<file path="src/rtl/aes_pkg.sv">
// Shared AES core types: job ownership, scheduler states and the byte widths
// of a full cipher state and of a single key-schedule word.
package aes_pkg;

  typedef enum logic [1:0] {
    OWN_NONE,
    OWN_D,
    OWN_K
  } owner_e;

  typedef enum logic [1:0] {
    ST_IDLE,
    ST_RUN,
    ST_HOLD
  } state_e;

  localparam int unsigned AES_STATE_BYTES = 16;
  localparam int unsigned AES_WORD_BYTES  = 4;

endpackage

</file>
<file path="src/rtl/aes_sbox_sched.sv">
// Shares one external S-box between SubBytes (D) and SubWord (K) jobs, one byte
// per cycle, with round-robin arbitration on ties and a held response per job.
module aes_sbox_sched
  import aes_pkg::*;
#(
  parameter int unsigned DATA_BYTES = AES_STATE_BYTES,
  parameter int unsigned KEY_BYTES  = AES_WORD_BYTES
) (
  input  logic                    clk,
  input  logic                    rst_n,
  input  logic                    d_req_valid,
  output logic                    d_req_ready,
  input  logic [8*DATA_BYTES-1:0] d_req_data,
  output logic                    d_rsp_valid,
  input  logic                    d_rsp_ready,
  output logic [8*DATA_BYTES-1:0] d_rsp_data,
  input  logic                    k_req_valid,
  output logic                    k_req_ready,
  input  logic [8*KEY_BYTES-1:0]  k_req_data,
  output logic                    k_rsp_valid,
  input  logic                    k_rsp_ready,
  output logic [8*KEY_BYTES-1:0]  k_rsp_data,
  output logic [7:0]              sbox_a,
  input  logic [7:0]              sbox_d
);

  localparam int unsigned MaxBytes = (DATA_BYTES > KEY_BYTES) ? DATA_BYTES : KEY_BYTES;
  localparam int unsigned CntW     = (MaxBytes > 1) ? $clog2(MaxBytes) : 1;
  localparam int unsigned JobW     = 8 * MaxBytes;
  localparam logic [CntW-1:0] DLast = CntW'(DATA_BYTES - 1);
  localparam logic [CntW-1:0] KLast = CntW'(KEY_BYTES - 1);

  state_e                  state_q, state_d;
  owner_e                  owner_q, last_grant_q;
  logic [CntW-1:0]         cnt_q;
  logic [JobW-1:0]         job_q;
  logic [8*DATA_BYTES-1:0] d_data_q;
  logic [8*KEY_BYTES-1:0]  k_data_q;
  logic                    d_valid_q, k_valid_q;
  logic                    grant_d, grant_k;
  logic                    job_done, rsp_take;

  assign job_done = (state_q == ST_RUN) && (cnt_q == ((owner_q == OWN_D) ? DLast : KLast));
  assign rsp_take = (state_q == ST_HOLD) && ((owner_q == OWN_D) ? d_rsp_ready : k_rsp_ready);

  always_ff @(posedge clk) begin
    if (!rst_n) begin
      state_q <= ST_IDLE;
    end else begin
      state_q <= state_d;
    end
  end

  always_comb begin
    state_d = state_q;
    unique case (state_q)
      ST_IDLE: if (grant_d || grant_k) state_d = ST_RUN;
      ST_RUN:  if (job_done) state_d = ST_HOLD;
      ST_HOLD: if (rsp_take) state_d = ST_IDLE;
      default: state_d = ST_IDLE;
    endcase
  end

  // Grants exist only in IDLE; on a tie the requester not served last wins.
  always_comb begin
    grant_d = 1'b0;
    grant_k = 1'b0;
    sbox_a  = 8'h00;
    unique case (state_q)
      ST_IDLE: begin
        if (d_req_valid && k_req_valid) begin
          grant_k = (last_grant_q == OWN_D);
          grant_d = (last_grant_q != OWN_D);
        end else begin
          grant_d = d_req_valid;
          grant_k = k_req_valid;
        end
      end
      ST_RUN: begin
        for (int unsigned i = 0; i < MaxBytes; i++) begin
          if (cnt_q == CntW'(i)) sbox_a = job_q[8*i +: 8];
        end
      end
      default: ;
    endcase
  end

  always_ff @(posedge clk) begin
    if (!rst_n) begin
      owner_q      <= OWN_NONE;
      last_grant_q <= OWN_D;
      cnt_q        <= '0;
      job_q        <= '0;
      d_data_q     <= '0;
      k_data_q     <= '0;
      d_valid_q    <= 1'b0;
      k_valid_q    <= 1'b0;
    end else begin
      if (grant_d || grant_k) begin
        owner_q      <= grant_d ? OWN_D : OWN_K;
        last_grant_q <= grant_d ? OWN_D : OWN_K;
        cnt_q        <= '0;
        job_q        <= grant_d ? JobW'(d_req_data) : JobW'(k_req_data);
      end
      if (state_q == ST_RUN) begin
        if (owner_q == OWN_D) begin
          for (int unsigned i = 0; i < DATA_BYTES; i++) begin
            if (cnt_q == CntW'(i)) d_data_q[8*i +: 8] <= sbox_d;
          end
        end else begin
          for (int unsigned i = 0; i < KEY_BYTES; i++) begin
            if (cnt_q == CntW'(i)) k_data_q[8*i +: 8] <= sbox_d;
          end
        end
        cnt_q <= job_done ? '0 : cnt_q + CntW'(1);
        if (job_done) begin
          d_valid_q <= (owner_q == OWN_D);
          k_valid_q <= (owner_q == OWN_K);
        end
      end
      if (rsp_take) begin
        d_valid_q <= 1'b0;
        k_valid_q <= 1'b0;
        owner_q   <= OWN_NONE;
      end
    end
  end

  assign d_req_ready = grant_d;
  assign k_req_ready = grant_k;
  assign d_rsp_valid = d_valid_q;
  assign k_rsp_valid = k_valid_q;
  assign d_rsp_data  = d_data_q;
  assign k_rsp_data  = k_data_q;

endmodule

</file>
<file path="config.mk">
export PLATFORM = sky130hd
export DESIGN_NAME = aes_sbox_sched
export DESIGN_NICKNAME = d
export VERILOG_FILES = /design/src/rtl/aes_pkg.sv /design/src/rtl/aes_sbox_sched.sv
export SDC_FILE = /design/constraint.sdc
export NUM_CORES = 1
export LEC_CHECK = 0
export BUFFER_PORTS_ARGS = -buffer_cell sky130_fd_sc_hd__buf_2
export CELL_PAD_IN_SITES_DETAIL_PLACEMENT = 0
export CELL_PAD_IN_SITES_GLOBAL_PLACEMENT = 2
export CORE_MARGIN = 3
export CORE_UTILIZATION = 32
export DETAILED_ROUTE_END_ITERATION = 7
export GPL_ROUTABILITY_DRIVEN = 1
export HOLD_SLACK_MARGIN = 0.08
export PLACE_DENSITY = 0.85
export SYNTH_ARGS = -nofsm -noshare
export SYNTH_HDL_FRONTEND = slang
export SYNTH_SLANG_ARGS = --single-unit
</file>
<file path="constraint.sdc">
create_clock -name clk -period 2.7 [get_ports clk]
set_input_delay 0.54 -clock clk [delete_from_list [all_inputs] [get_ports clk]]
set_output_delay 0.54 -clock clk [all_outputs]
set_load 0.01 [all_outputs]
</file>
==> Word-level counts from Yosys, hierarchy flattened <==
Cells that the tools add are included.
{ "word_totals": {"reg_bits": 300, "input_bits": 174, "output_inout_bits": 172, "wordCells": 117} }
{ "classes": {"add_sub_neg": 1, "eq_ne": 25, "muxes": 32, "n_bitwise": 2, "reduce_logical": 30} }
{ "op_table": {"columns": ["operator", "n"], "rows": [
  ["8-bit 2-to-1 mux", 17],
  ["128-bit 2-to-1 mux", 1],
  ["3-bit AND reduction", 21],
  ["4-bit == test (second input constant)", 8],
  ["4-bit by 3-bit == test with 1-bit output (second input constant)", 4],
  ["4-bit 2-to-1 mux", 4],
  ["4-bit by 2-bit == test with 1-bit output (second input constant)", 2],
  ["2-bit 2-to-1 mux", 4],
  ["2-bit by 1-bit == test with 1-bit output (second input constant)", 3],
  ["2-bit inequality test (second input constant)", 3],
  ["2-bit case mux with 3 select lines", 1],
  ["1-bit 2-to-1 mux", 5],
  ["4-bit by 1-bit adder with 4-bit output (second input constant)", 1],
  ["2-bit == test (second input constant)", 2],
  ["4-bit by 1-bit == test with 1-bit output (second input constant)", 1],
  ["4-bit == test", 1],
  ["4-bit zero test", 1],
  ["1-bit logical AND", 3],
  ["2-bit zero test", 1],
  ["2-bit by 1-bit inequality test with 1-bit output (second input constant)", 1],
  ["1-bit NOT", 2],
  ["2-bit AND reduction", 1],
  ["2-bit nonzero test", 1],
  ["2-bit OR reduction", 1],
  ["1-bit logical OR", 1]
]} }

==> Depth between registers and ports, before layout <==
Gate-level depths: netlist (run 1).
{ "depth": {"word_depth": 18, "mapped_depth": 10, "depth_no_buf": 7} }

==> Worst setup path after synthesis (run 1) <==
Ideal clock, no wire load.
{ "synth_timing": {"path_kind": "reg2out", "startpoint": "reg cnt_q[0]", "endpoint": "out sbox_a[0]", "arrival_ps": 1842, "required_ps": 2160, "path_slack_ps": 318, "path_stages_with_launch": 10, "path_buffers": 3, "path_cell_list": "dfxtp_1 -> inv_1 -> ha_1 -> buf_2 -> buf_2 -> buf_2 -> a21oi_1 -> o211ai_1 -> a221o_1 -> a21oi_1"} }
{ "synth_between": {"elab_chain_len": 18} }
{ "synth_lines": {"columns": ["element", "line", "rtl"], "rows": [
  ["start: declaration", "aes_sbox_sched.sv:35", "logic [CntW-1:0] cnt_q;"],
  ["start signal: assignment", "aes_sbox_sched.sv:115", "cnt_q <= job_done ? '0 : cnt_q + CntW'(1);"],
  ["4-bit zero test", "aes_sbox_sched.sv:81", "if (cnt_q == CntW'(i)) sbox_a = job_q[8*i +: 8];"],
  ["8-bit 2-to-1 mux (15 in a row)", "aes_sbox_sched.sv:81", null],
  ["8-bit 2-to-1 mux *", "aes_sbox_sched.sv:81", null],
  ["8-bit 2-to-1 mux *", "aes_sbox_sched.sv:69", "unique case (state_q)"],
  ["end: declaration", "aes_sbox_sched.sv:23", "output logic [7:0] sbox_a,"]
]} }
Mark *: on every way between the ends. The rest lies on a longest branch, timed or not.

==> Final worst setup path (run 1) <==
{ "layout_timing": {"startpoint": "reg cnt_q[0]", "endpoint": "out sbox_a[6]"} }
The elaborated chain is that of the path after synthesis.

==> impl_metrics.toml, run 1 <==
[status]
status = "finished, violations left"
failed_checks = "setup timing"

[power_and_ir_drop]
switching_power_w = 0.002722
clkPwrFrac_pct = 44.7
power_density_mw_per_mm2 = 625.4
finalPower_w = 0.01070
switching_share_pct = 25.43
pwr-share-seq_pct = 44.1
leakagePower_nw = 7.541
ir_worst_vdd_v = 0.0003826
p_comb_share_pct = 11.2
p_int_w = 0.007979

[cells_and_area]
drive_gt1_share_pct = 32.11
fin_nets = 1846
layout_commonest_cell = "buf_2"
mostFrequentLayoutCells = "344 x buf_2, 298 x dfxtp_1, 244 x nor2b_1, 123 x mux2i_1, 119 x a22oi_1"
area_growth_syn_to_layout_pct = 32.80

[routing]
drt_iter0_drc = 736
via_per_inst = 5.063
dr.pass1.iters = 5
num_vias = 11190
post-route-drc-count = 0
wl_mm = 45.22
antenna_left = 0
routedWlPerCell_um = 20.46

[global_route]
grt_pass1_vias = 10510
grt_max_degree = 133
grtUsageTotal_pct = 20.26
antenna_found_initial = 2
grt_pass1_wl_mm = 66.05
overflow = 0

[worst_hold_path]
worstHoldEndpoint = "job_q[123]"
hold_class = "in2reg"
min-delay-start = "d_req_data[123]"
whs_path_depth = 3

[yosys]
synth.avg_cell_area_um2 = 9.594
synth_top_area_share_pct = 46.61
synthFlopType = "dfxtp_1"
syn_inst = 1343
ys_seq_area_share_pct = 46.61
synth.cell_area_mm2 = 0.01288
synthArstFlopShare_pct = 0
synth_nets = 1521
yosysUniqueCellTypes = 56
synthTopCellsByArea = "dfxtp_1 47%, nor2b_1 12%, mux2i_1 9.6%"
synth_area_leader_cell = "dfxtp_1"
synth-seq-cells = 300
synth_edf_count = 0
yosysWarnings = 0

[sta]
rsz0062_at_grt = "yes"
finalSetupViolCount = 8
worstMarginPinSlew_ns = 0.6441
setup_slack_ns = -0.3315
hold_ws_ns = 0.2759
maxSlewViolCount = 0
finalSetupTns_ns = -2.369
hold_violations = 0
slew_headroom_pct = 57.06
fmax_mhz = 329.9
fin_skew_ns = 0.01459
period_minus_slack_ns = 3.032
final.period_utilization_pct = 112.3

[cts]
clk_pin_slew_ns = 0.06
postCtsHoldBufs = 0
cts_max_path_buffers = 3
cts_root_buffer = "clkbuf_16"
numCtsBuffers = 36
cts.sinks = 300
tritoncts = "yes"
clk_latency_ns = 0.54
htree_levels = 2

[floorplanning]
die_y_um = 206.7
num_rows = 72
core_mm2 = 0.03919
dieWidth_um = 206.7
start_util_pct = 32.88
fp.dieArea_mm2 = 0.04271
io_pins = 346

[worst_setup_path]
slowest_delay_ns = 0.40
critPathArrivalTime_ns = 2.49
criticalPathCategory = "reg2out"
required_ns = 2.16
critPathMaxFanout = 7
r2r-start = "cnt_q[3]"
r2r-end = "d_rsp_data[99]"
critPathSlowestCell = "or3_4"
crit_chain = "buf_6 -> ha_4 -> or3_4 -> o32ai_1 -> a211oi_2 -> nor2_2 -> buf_2"
rrSetupSlack_ns = 0.32
ff2ff_path_depth = 7
start_kind = "register"
endpoint_kind = "output pin"

[placement]
hpwlAfterDp_mm = 32.62
place_ws_ns = -0.06942
port_buffers = 345
routabilityCongestion = 0.8711

[job]
cap_violations = 0
## repair_timing
action                     4_1_cts  5_1_grt
pin swaps                       27       10
resized for setup               86       23
setup endpoints to repair        8        8
gates cloned                     0        1
setup buffers                    5        2
## metal layers
metal	share of wire [%]	GRT usage, %	vias to the layer above
li1	-	-	5421
met1	46	28.89	5358
met2	46	31.95	361
met3	5.6	3.513	50
met4	1.6	4.897	0
met5	0	0	-
## worst max-delay path by stage
stage / start / end / slack (ns) / cells past startpoint
finish: cnt_q[0] / sbox_a[6] / -0.33 / 7
global route: cnt_q[0] / sbox_a[7] / -0.42 / 10
CTS: cnt_q[0] / sbox_a[2] / -0.34 / 10
detailed placement: cnt_q[0] / sbox_a[6] / -0.07 / 9
global placement: cnt_q[0] / sbox_a[6] / -0.004 / 9
floorplan: cnt_q[0] / sbox_a[0] / 0.32 / 9
## worst max-delay path, delay by kind of cell (launching register included)
| kind | cells | cell delay [ns] |
|---|---|---|
| adders and majority gates | 1 | 0.19 |
| DFF | 1 | 0.33 |
| buffers and inverters | 2 | 0.30 |
| and+or+nand+nor | 2 | 0.62 |
| AOI/OAI and AO/OA | 2 | 0.49 |
## state kept, by name, indices dropped and copies added (netlist names)
register / flops
cnt_q: 4
last_grant_q: 2
k_rsp_valid: 1
state_q: 2
d_rsp_valid: 1
d_rsp_data: 128
k_rsp_data: 32
owner_q: 2
job_q: 128
## Yosys cell counts, drive strengths merged (7+ instances only)
master,number
inv,14
dfxtp,300
buf,40
o221a,7
a22oi,119
nand2,90
nand3,45
clkbuf,81
nor2b,246
o221ai,17
o21ai,21
o2bb2ai,12
nor3b,16
a221oi,14
a211oi,15
a21oi,21
mux2i,123
nor2,35
a21boi,65
## cell type report
class                      count  area, um2
tap                          518      648.1
multi-input combinational    908       6828
timing repair buffer         408       2412
fill                        3884      22080
sequential                   300       6008
antenna                        1      2.502
clock inverter                11      123.9
inverter                      14      53.80
clock buffer                  50       1035
## logic make-up (layout without fill, tap and decap cells)
kind of cell | after synthesis | in the layout | share of synthesized area, %
AO/OA/AOI/OAI | 326 | 326 | 19.05
adder cells (fa/ha/maj) | 4 | 4 | 0.3884
buffers and inverters | 135 | 483 | 4.622
flip-flops | 300 | 300 | 46.61
multiplexers | 123 | 123 | 9.555
other | 0 | 1 | 0
AND/OR/NAND/NOR | 455 | 455 | 19.77
## power groups by stage
| stage | clock, W | combinational, W | sequential [W] |
|---|---|---|---|
| finish | 0.00478 | 0.00120 | 0.00472 |
| global route | 0.00511 | 0.00131 | 0.00473 |
| CTS | 0.00491 | 0.00118 | 0.00471 |
| detailed placement | 0 | 0.00110 | 0.00480 |
| global placement | 0 | 0.00109 | 0.00480 |
| floorplan | 0 | 0.000676 | 0.00474 |
## metrics by stage
| step | utilization (%) | area [um2] | instances |
|---|---|---|---|
| 2_1_floorplan | - | 12880 | 1343 |
| 3_3_place_gp | 38.95 | 15260 | 2140 |
| 3_5_place_dp | 38.95 | 15260 | 2140 |
| 4_1_cts | 43.26 | 16950 | 2206 |
| 5_1_grt | 43.67 | 17110 | 2210 |
| 6_report | 43.67 | 17110 | 2210 |
No activity file was read; power rests on OpenSTA's default activity.
==> inputs of run 2 (changes only) <==
- ABC_AREA: unset -> 1
- CORE_ASPECT_RATIO: unset -> 1.4
- CORE_UTILIZATION: 32 -> 28
==> run 2 against run 1 <==
The flow still finishes with violations (setup timing). Non-clock buffer count grew 2. Clock-buffer cell count decreased by 8. Routed wire length increased by 0.21%. Critical path depth is 11 higher. Register-to-register slack better by 0.02 ns. First-iteration DRC count decreased by 13%. Cell count up 20%. Total power decreased by 3.3%. Fmax shrank 6.2%. Sequential power about the same. Setup slack got worse by 0.20 ns. Critical path type unchanged. Largest power group is now registers. Highest routed layer unchanged.
==> impl_metrics.toml, run 2 <==
[placement]
hpwlAfterDp_mm = 33.12
port_buffers = 345
routabilityCongestion = 0.8207
place_ws_ns = -0.2232

[routing]
via_per_inst = 4.653
drt_iter0_drc = 639
dr.pass1.iters = 7
post-route-drc-count = 0
antenna_left = 0
wl_mm = 45.31
routedWlPerCell_um = 17.08
num_vias = 12339

[cts]
cts_root_buffer = "clkbuf_16"
numCtsBuffers = 31
tritoncts = "yes"
cts.sinks = 300
cts_max_path_buffers = 3
htree_levels = 1
clk_latency_ns = 0.57
clk_pin_slew_ns = 0.07

[global_route]
globalRoute.busiestLayer = "met2"
grt_pass1_vias = 12067
grt_pass1_wl_mm = 68.26
antenna_found_initial = 0
grt_util_met3_pct = 1.940
grt_use_met2_pct = 34.40
overflow = 0
grt_max_degree = 105
use_met1_pct = 22.35
grtUsageTotal_pct = 18.57

[worst_hold_path]
min-delay-start = "d_req_data[109]"
hold_class = "in2reg"

[sta]
fmax_mhz = 309.5
finalSetupViolCount = 8
setup_slack_ns = -0.5312
hold_violations = 0
maxSlewViolCount = 0
period_minus_slack_ns = 3.231
worstMarginPinSlew_ns = 0.9260
final.period_utilization_pct = 119.7
rsz0062_at_grt = "yes"
slew_headroom_pct = 38.20
fin_skew_ns = 0.01932

[yosys]
synth.top_cells.by_count = "389 x nand2_1, 360 x nor2_1, 300 x dfxtp_1, 186 x o21ai_0, 144 x a21oi_1"
synthTopCellsByArea = "dfxtp_1 49%, nand2_1 12%, nor2_1 11%"
yosysWarnings = 0
ys_seq_area_share_pct = 49.18
yosysMostFrequentCell = "nand2_1"
synth_edf_count = 0
synth_top_area_share_pct = 49.18
synth.cell_area_mm2 = 0.01221
synth.avg_cell_area_um2 = 7.038
yosysUniqueCellTypes = 27
synth_nets = 1913
synth_area_leader_cell = "dfxtp_1"
synth-seq-cells = 300
synthFlopType = "dfxtp_1"
synthArstFlopShare_pct = 0
syn_inst = 1735

[worst_setup_path]
start_kind = "register"
endpoint_kind = "output pin"
required_ns = 2.16
r2r-start = "owner_q[0]"
rrSetupSlack_ns = 0.34
cp-startpoint = "cnt_q[2]"
critPathMaxFanout = 16
criticalPathCategory = "reg2out"
critPathArrivalTime_ns = 2.69

[floorplanning]
core_mm2 = 0.04265
start_util_pct = 28.63
dieWidth_um = 182.5
io_pins = 346
die_y_um = 253.1
fp.dieArea_mm2 = 0.04619
num_rows = 89

[status]
status = "finished, violations left"
failed_checks = "setup timing"

[cells_and_area]
area_growth_syn_to_layout_pct = 33.63
layout_commonest_cell = "nand2_1"
drive_gt1_share_pct = 27.26
fin_nets = 2263
n_antenna_cell = 0
fillers = 4633
fin_util_pct = 38.26
mostFrequentLayoutCells = "380 x nand2_1, 354 x nor2_1, 344 x buf_2, 296 x dfxtp_1, 176 x o21ai_0"

[power_and_ir_drop]
leakagePower_nw = 7.640
ir_worst_vdd_v = 0.0004414
power_density_mw_per_mm2 = 633.8

[job]
cap_violations = 0
==> run 2: cells by family (layout without fill, tap and decap cells) <==
group                      Yosys count  after routing  share of synthesized area (%)
buffers and inverters              202            573                          6.568
xor gates and xnor gates             1              1                        0.07173
and+or+nand+nor                    884            884                          29.27
DFF                                300            300                          49.18
adders and majority gates            4              4                         0.4099
AOI/OAI and AO/OA                  344            344                          14.50
==> run 2: final timing paths <==
path                          to  depth (start not counted)
hold reg to reg        job_q[85]                          2
setup reg to reg  d_rsp_data[20]                          9
setup / recovery       sbox_a[1]                         18
hold / removal        job_q[109]                          3
==> run 2: metrics by stage <==
step | std cells | power [W] | hold WS, ns | cell area (um2) | setup TNS, ns
3_3_place_gp | 2593 | 0.006022 | 0.4450 | 14850 | -1.012
2_1_floorplan | 1735 | 0.005474 | 0.4218 | 12210 | 0
6_report | 2652 | 0.01034 | 0.2235 | 16320 | -3.741
5_1_grt | 2652 | 0.01080 | 0.2126 | 16320 | -5.197
4_1_cts | 2651 | 0.01048 | 0.1889 | 16210 | -4.263
3_5_place_dp | 2593 | 0.006032 | 0.4520 | 14850 | -1.788
==> run 2: metal layers <==
layer | routed length [um] | part of all wire, %
met1 | 19070 | 42
met2 | 23070 | 51
met3 | 1886 | 4.2
met4 | 1284 | 2.8
met5 | 0 | 0
==> run 2: what timing repair did <==
item / in CTS / in global routing
endpoints found under the setup margin: 16 / 16
endpoints found under the hold margin: 0 / 0
resized for setup: 83 / 29
pin swaps: 19 / 9
buffers inserted: 3 / 1
gates cloned: 1 / 0
hold buffers: 0 / 0
==> run 2: worst max-delay path, stage by stage, from the launching register on <==
cell and delay, ns:
dfxtp_2 0.34, nor2_4 0.14, buf_6 0.16, nand2_8 0.11, buf_6 0.14, nand3_1 0.06, nand2_1 0.05, nand2_1 0.06
nand2_1 0.05, nand3_1 0.08, nand3_2 0.09, nand3_2 0.10, nand2_2 0.05, nand3_2 0.08, nand3_1 0.10, nand3_1 0.10
nand2_1 0.07, a21oi_2 0.18, buf_2 0.16
==> run 2: final cells by class <==
| cell class | count | area [um2] | area share, % |
|---|---|---|---|
| clock inverter | 12 | 126.4 | 0.7744 |
| sequential | 300 | 6016 | 36.87 |
| timing repair buffer | 410 | 2382 | 14.60 |
| inverter | 108 | 417.9 | 2.561 |
| timing repair inverter | 1 | 7.507 | 0.04601 |
| tap | 546 | 683.2 | 4.186 |
| clock buffer | 42 | 897.1 | 5.498 |
| multi-input combinational | 1233 | 5788 | 35.47 |
==> run 2: where the power goes <==
| part | internal [W] | leakage (nW) | total [W] | switching, W |
|---|---|---|---|---|
| clock network | 0.00251 | 0.505 | 0.00434 | 0.00183 |
| logic | 0.000455 | 4.70 | 0.00127 | 0.000813 |
| registers | 0.00461 | 2.44 | 0.00474 | 0.000125 |
==> inputs of run 3 (changes only) <==
- BUFFER_PORTS_ARGS: -buffer_cell sky130_fd_sc_hd__buf_2 -> unset
- CORE_UTILIZATION: 28 -> 34
- DONT_BUFFER_PORTS: unset -> 1
- PLACE_DENSITY: 0.85 -> 0.84
==> run 3 against run 2 <==
The run still ends with setup timing left. Die area down 17%. Clock power down 2%. Sequential cell count unchanged. Combinational power down 21%. Clock skew down 0.0059 ns. Critical path type unchanged. Critical endpoint is now sbox_a[3].
==> impl_metrics.toml, run 3 (synthesis gave the netlist of run 2 again) <==
[status]
status = "finished, violations left"
failed_checks = "setup timing"

[worst_setup_path]
r2r-start = "cnt_q[3]"
critPathSlowestCell = "dfxtp_4"
cpMostUsedCell = "nand3_2"
required_ns = 2.16
critPathBufInv = 4
cp_top_family = "simple AND/OR/NAND/NOR gates"
critPathArrivalTime_ns = 2.71
rrSetupSlack_ns = 0.32
slowest_delay_ns = 0.39
ff2ff_path_depth = 12
criticalPathCategory = "reg2out"
crit_chain = "inv_4 -> ha_4 -> inv_4 -> buf_12 -> nand4_1 -> nand3_1 -> nand2_1 -> nand2_1 -> nand2_1 -> nand3_2 -> nand3_2 -> nand3_2 -> nand2_2 -> nand3_2 -> nand3_2 -> nand3_2 -> nand2_2 -> a21oi_2 -> buf_4"
endpoint_kind = "output pin"
critPathMaxFanout = 7
start_kind = "register"
r2r-end = "d_rsp_data[60]"

[global_route]
grt_max_degree = 173
grt_pass1_vias = 10814
grtUsageTotal_pct = 20.81
overflow = 0
antenna_found_initial = 2
grt_pass1_wl_mm = 63.58

[power_and_ir_drop]
pwr-share-seq_pct = 47.5
switching_power_w = 0.002599
clkPwrFrac_pct = 42.5
switching_share_pct = 25.98
finalPower_w = 0.01000
p_comb_share_pct = 10.0
power_density_mw_per_mm2 = 684.4
leakagePower_nw = 6.100
p_int_w = 0.007406
ir_worst_vdd_v = 0.0004835

[cells_and_area]
drive_gt1_share_pct = 13.47
layout_commonest_cell = "nand2_1"
fin_nets = 1937
mostFrequentLayoutCells = "380 x nand2_1, 354 x nor2_1, 297 x dfxtp_1, 180 x o21ai_0, 136 x a21oi_1"
area_growth_syn_to_layout_pct = 19.71

[placement]
place_ws_ns = -0.1836
routabilityCongestion = 0.8301
hpwlAfterDp_mm = 29.26
port_buffers = 0

[floorplanning]
start_util_pct = 34.72
fp.dieArea_mm2 = 0.03826
num_rows = 81
core_mm2 = 0.03517
io_pins = 346
dieWidth_um = 166.2
die_y_um = 230.2

[sta]
finalSetupViolCount = 8
rsz0062_at_grt = "yes"
maxSlewViolCount = 0
slew_headroom_pct = 34.44
fin_skew_ns = 0.01337
worstMarginPinSlew_ns = 0.9801
fmax_mhz = 308.1
hold_violations = 0
setup_slack_ns = -0.5461
hold_ws_ns = 0.1137
period_minus_slack_ns = 3.246
final.period_utilization_pct = 120.2

[cts]
cts_max_path_buffers = 3
tritoncts = "yes"
cts_root_buffer = "clkbuf_16"
htree_levels = 1
clk_pin_slew_ns = 0.06
cts.sinks = 300
clk_latency_ns = 0.57
numCtsBuffers = 30

[routing]
via_per_inst = 4.979
antenna_left = 0
num_vias = 11153
wl_mm = 41.85
routedWlPerCell_um = 18.68
dr.pass1.iters = 5
post-route-drc-count = 0
drt_iter0_drc = 605

[worst_hold_path]
min-delay-start = "sbox_d[6]"
whs_path_depth = 2
hold_class = "in2reg"
worstHoldEndpoint = "d_rsp_data[54]"

[job]
cap_violations = 0
## run 3: cell types whose count changed in the layout (fill, tap and decap cells not counted), moves of 2 or more
cell / delta
buf_4: +10
nor2_2: +6
diode_2: +2
clkinv_4: +3
nor2_4: -6
o21ai_1: -4
inv_6: -2
buf_2: -344
dlygate4sd3_1: +9
clkinv_2: -2
nand2_4: +2
o21ai_0: +4
## run 3: area by class of cell
type                       instances  area, um2
antenna                            2      5.005
clock buffer                      43      910.9
clock inverter                    12      107.6
fill                            3715      20550
inverter                         108      420.4
multi-input combinational       1234       5773
sequential                       300       6015
tap                              456      570.5
timing repair buffer              85      817.0
## run 3: metal layers
metal | vias up | wire length (um) | track usage [%]
met3 | 85 | 3047 | 5.641
met1 | 5124 | 16740 | 24.10
met4 | 0 | 1366 | 6.788
met5 | - | 0 | 0
met2 | 345 | 20690 | 37.20
li1 | 5599 | - | -
## run 3: how the worst max path moves through the flow
stage          slack [ns]         to  cells after the start      from
5_1_grt             -0.72  sbox_a[3]                     19  cnt_q[1]
4_1_cts             -0.55  sbox_a[6]                     18  cnt_q[3]
6_report            -0.55  sbox_a[3]                     19  cnt_q[1]
2_1_floorplan        0.16  sbox_a[3]                     17  cnt_q[0]
3_3_place_gp        -0.13  sbox_a[1]                     18  cnt_q[3]
3_5_place_dp        -0.18  sbox_a[6]                     19  cnt_q[1]
## run 3: repair_timing
action / 4_1_cts / 5_1_grt
gates resized for setup: 68 / 34
endpoints found under the setup margin: 8 / 13
gates cloned: 1 / 0
buffers inserted: 4 / 5
pin swaps: 16 / 30
hold buffers: 9 / 0
hold endpoints to repair: 27 / 0
## run 3: metrics by stage
| stage | TNS (ns) | area (um2) | utilization (%) | instances |
|---|---|---|---|---|
| floorplan | 0 | 12210 | - | 1735 |
| global placement | -0.8698 | 13020 | 37.02 | 2164 |
| detailed placement | -1.263 | 13020 | 37.02 | 2164 |
| CTS | -4.276 | 14430 | 41.02 | 2233 |
| global route | -5.405 | 14610 | 41.56 | 2238 |
| finish | -3.887 | 14620 | 41.57 | 2240 |
## run 3: power by group through the flow
| stage | registers (W) | logic, W | clock network (W) |
|---|---|---|---|
| after floorplan | 0.00479 | 0.000686 | 0 |
| after global placement | 0.00485 | 0.000893 | 0 |
| after detailed placement | 0.00485 | 0.000904 | 0 |
| after CTS | 0.00475 | 0.000978 | 0.00439 |
| after global routing | 0.00477 | 0.00113 | 0.00455 |
| final | 0.00475 | 0.000998 | 0.00426 |
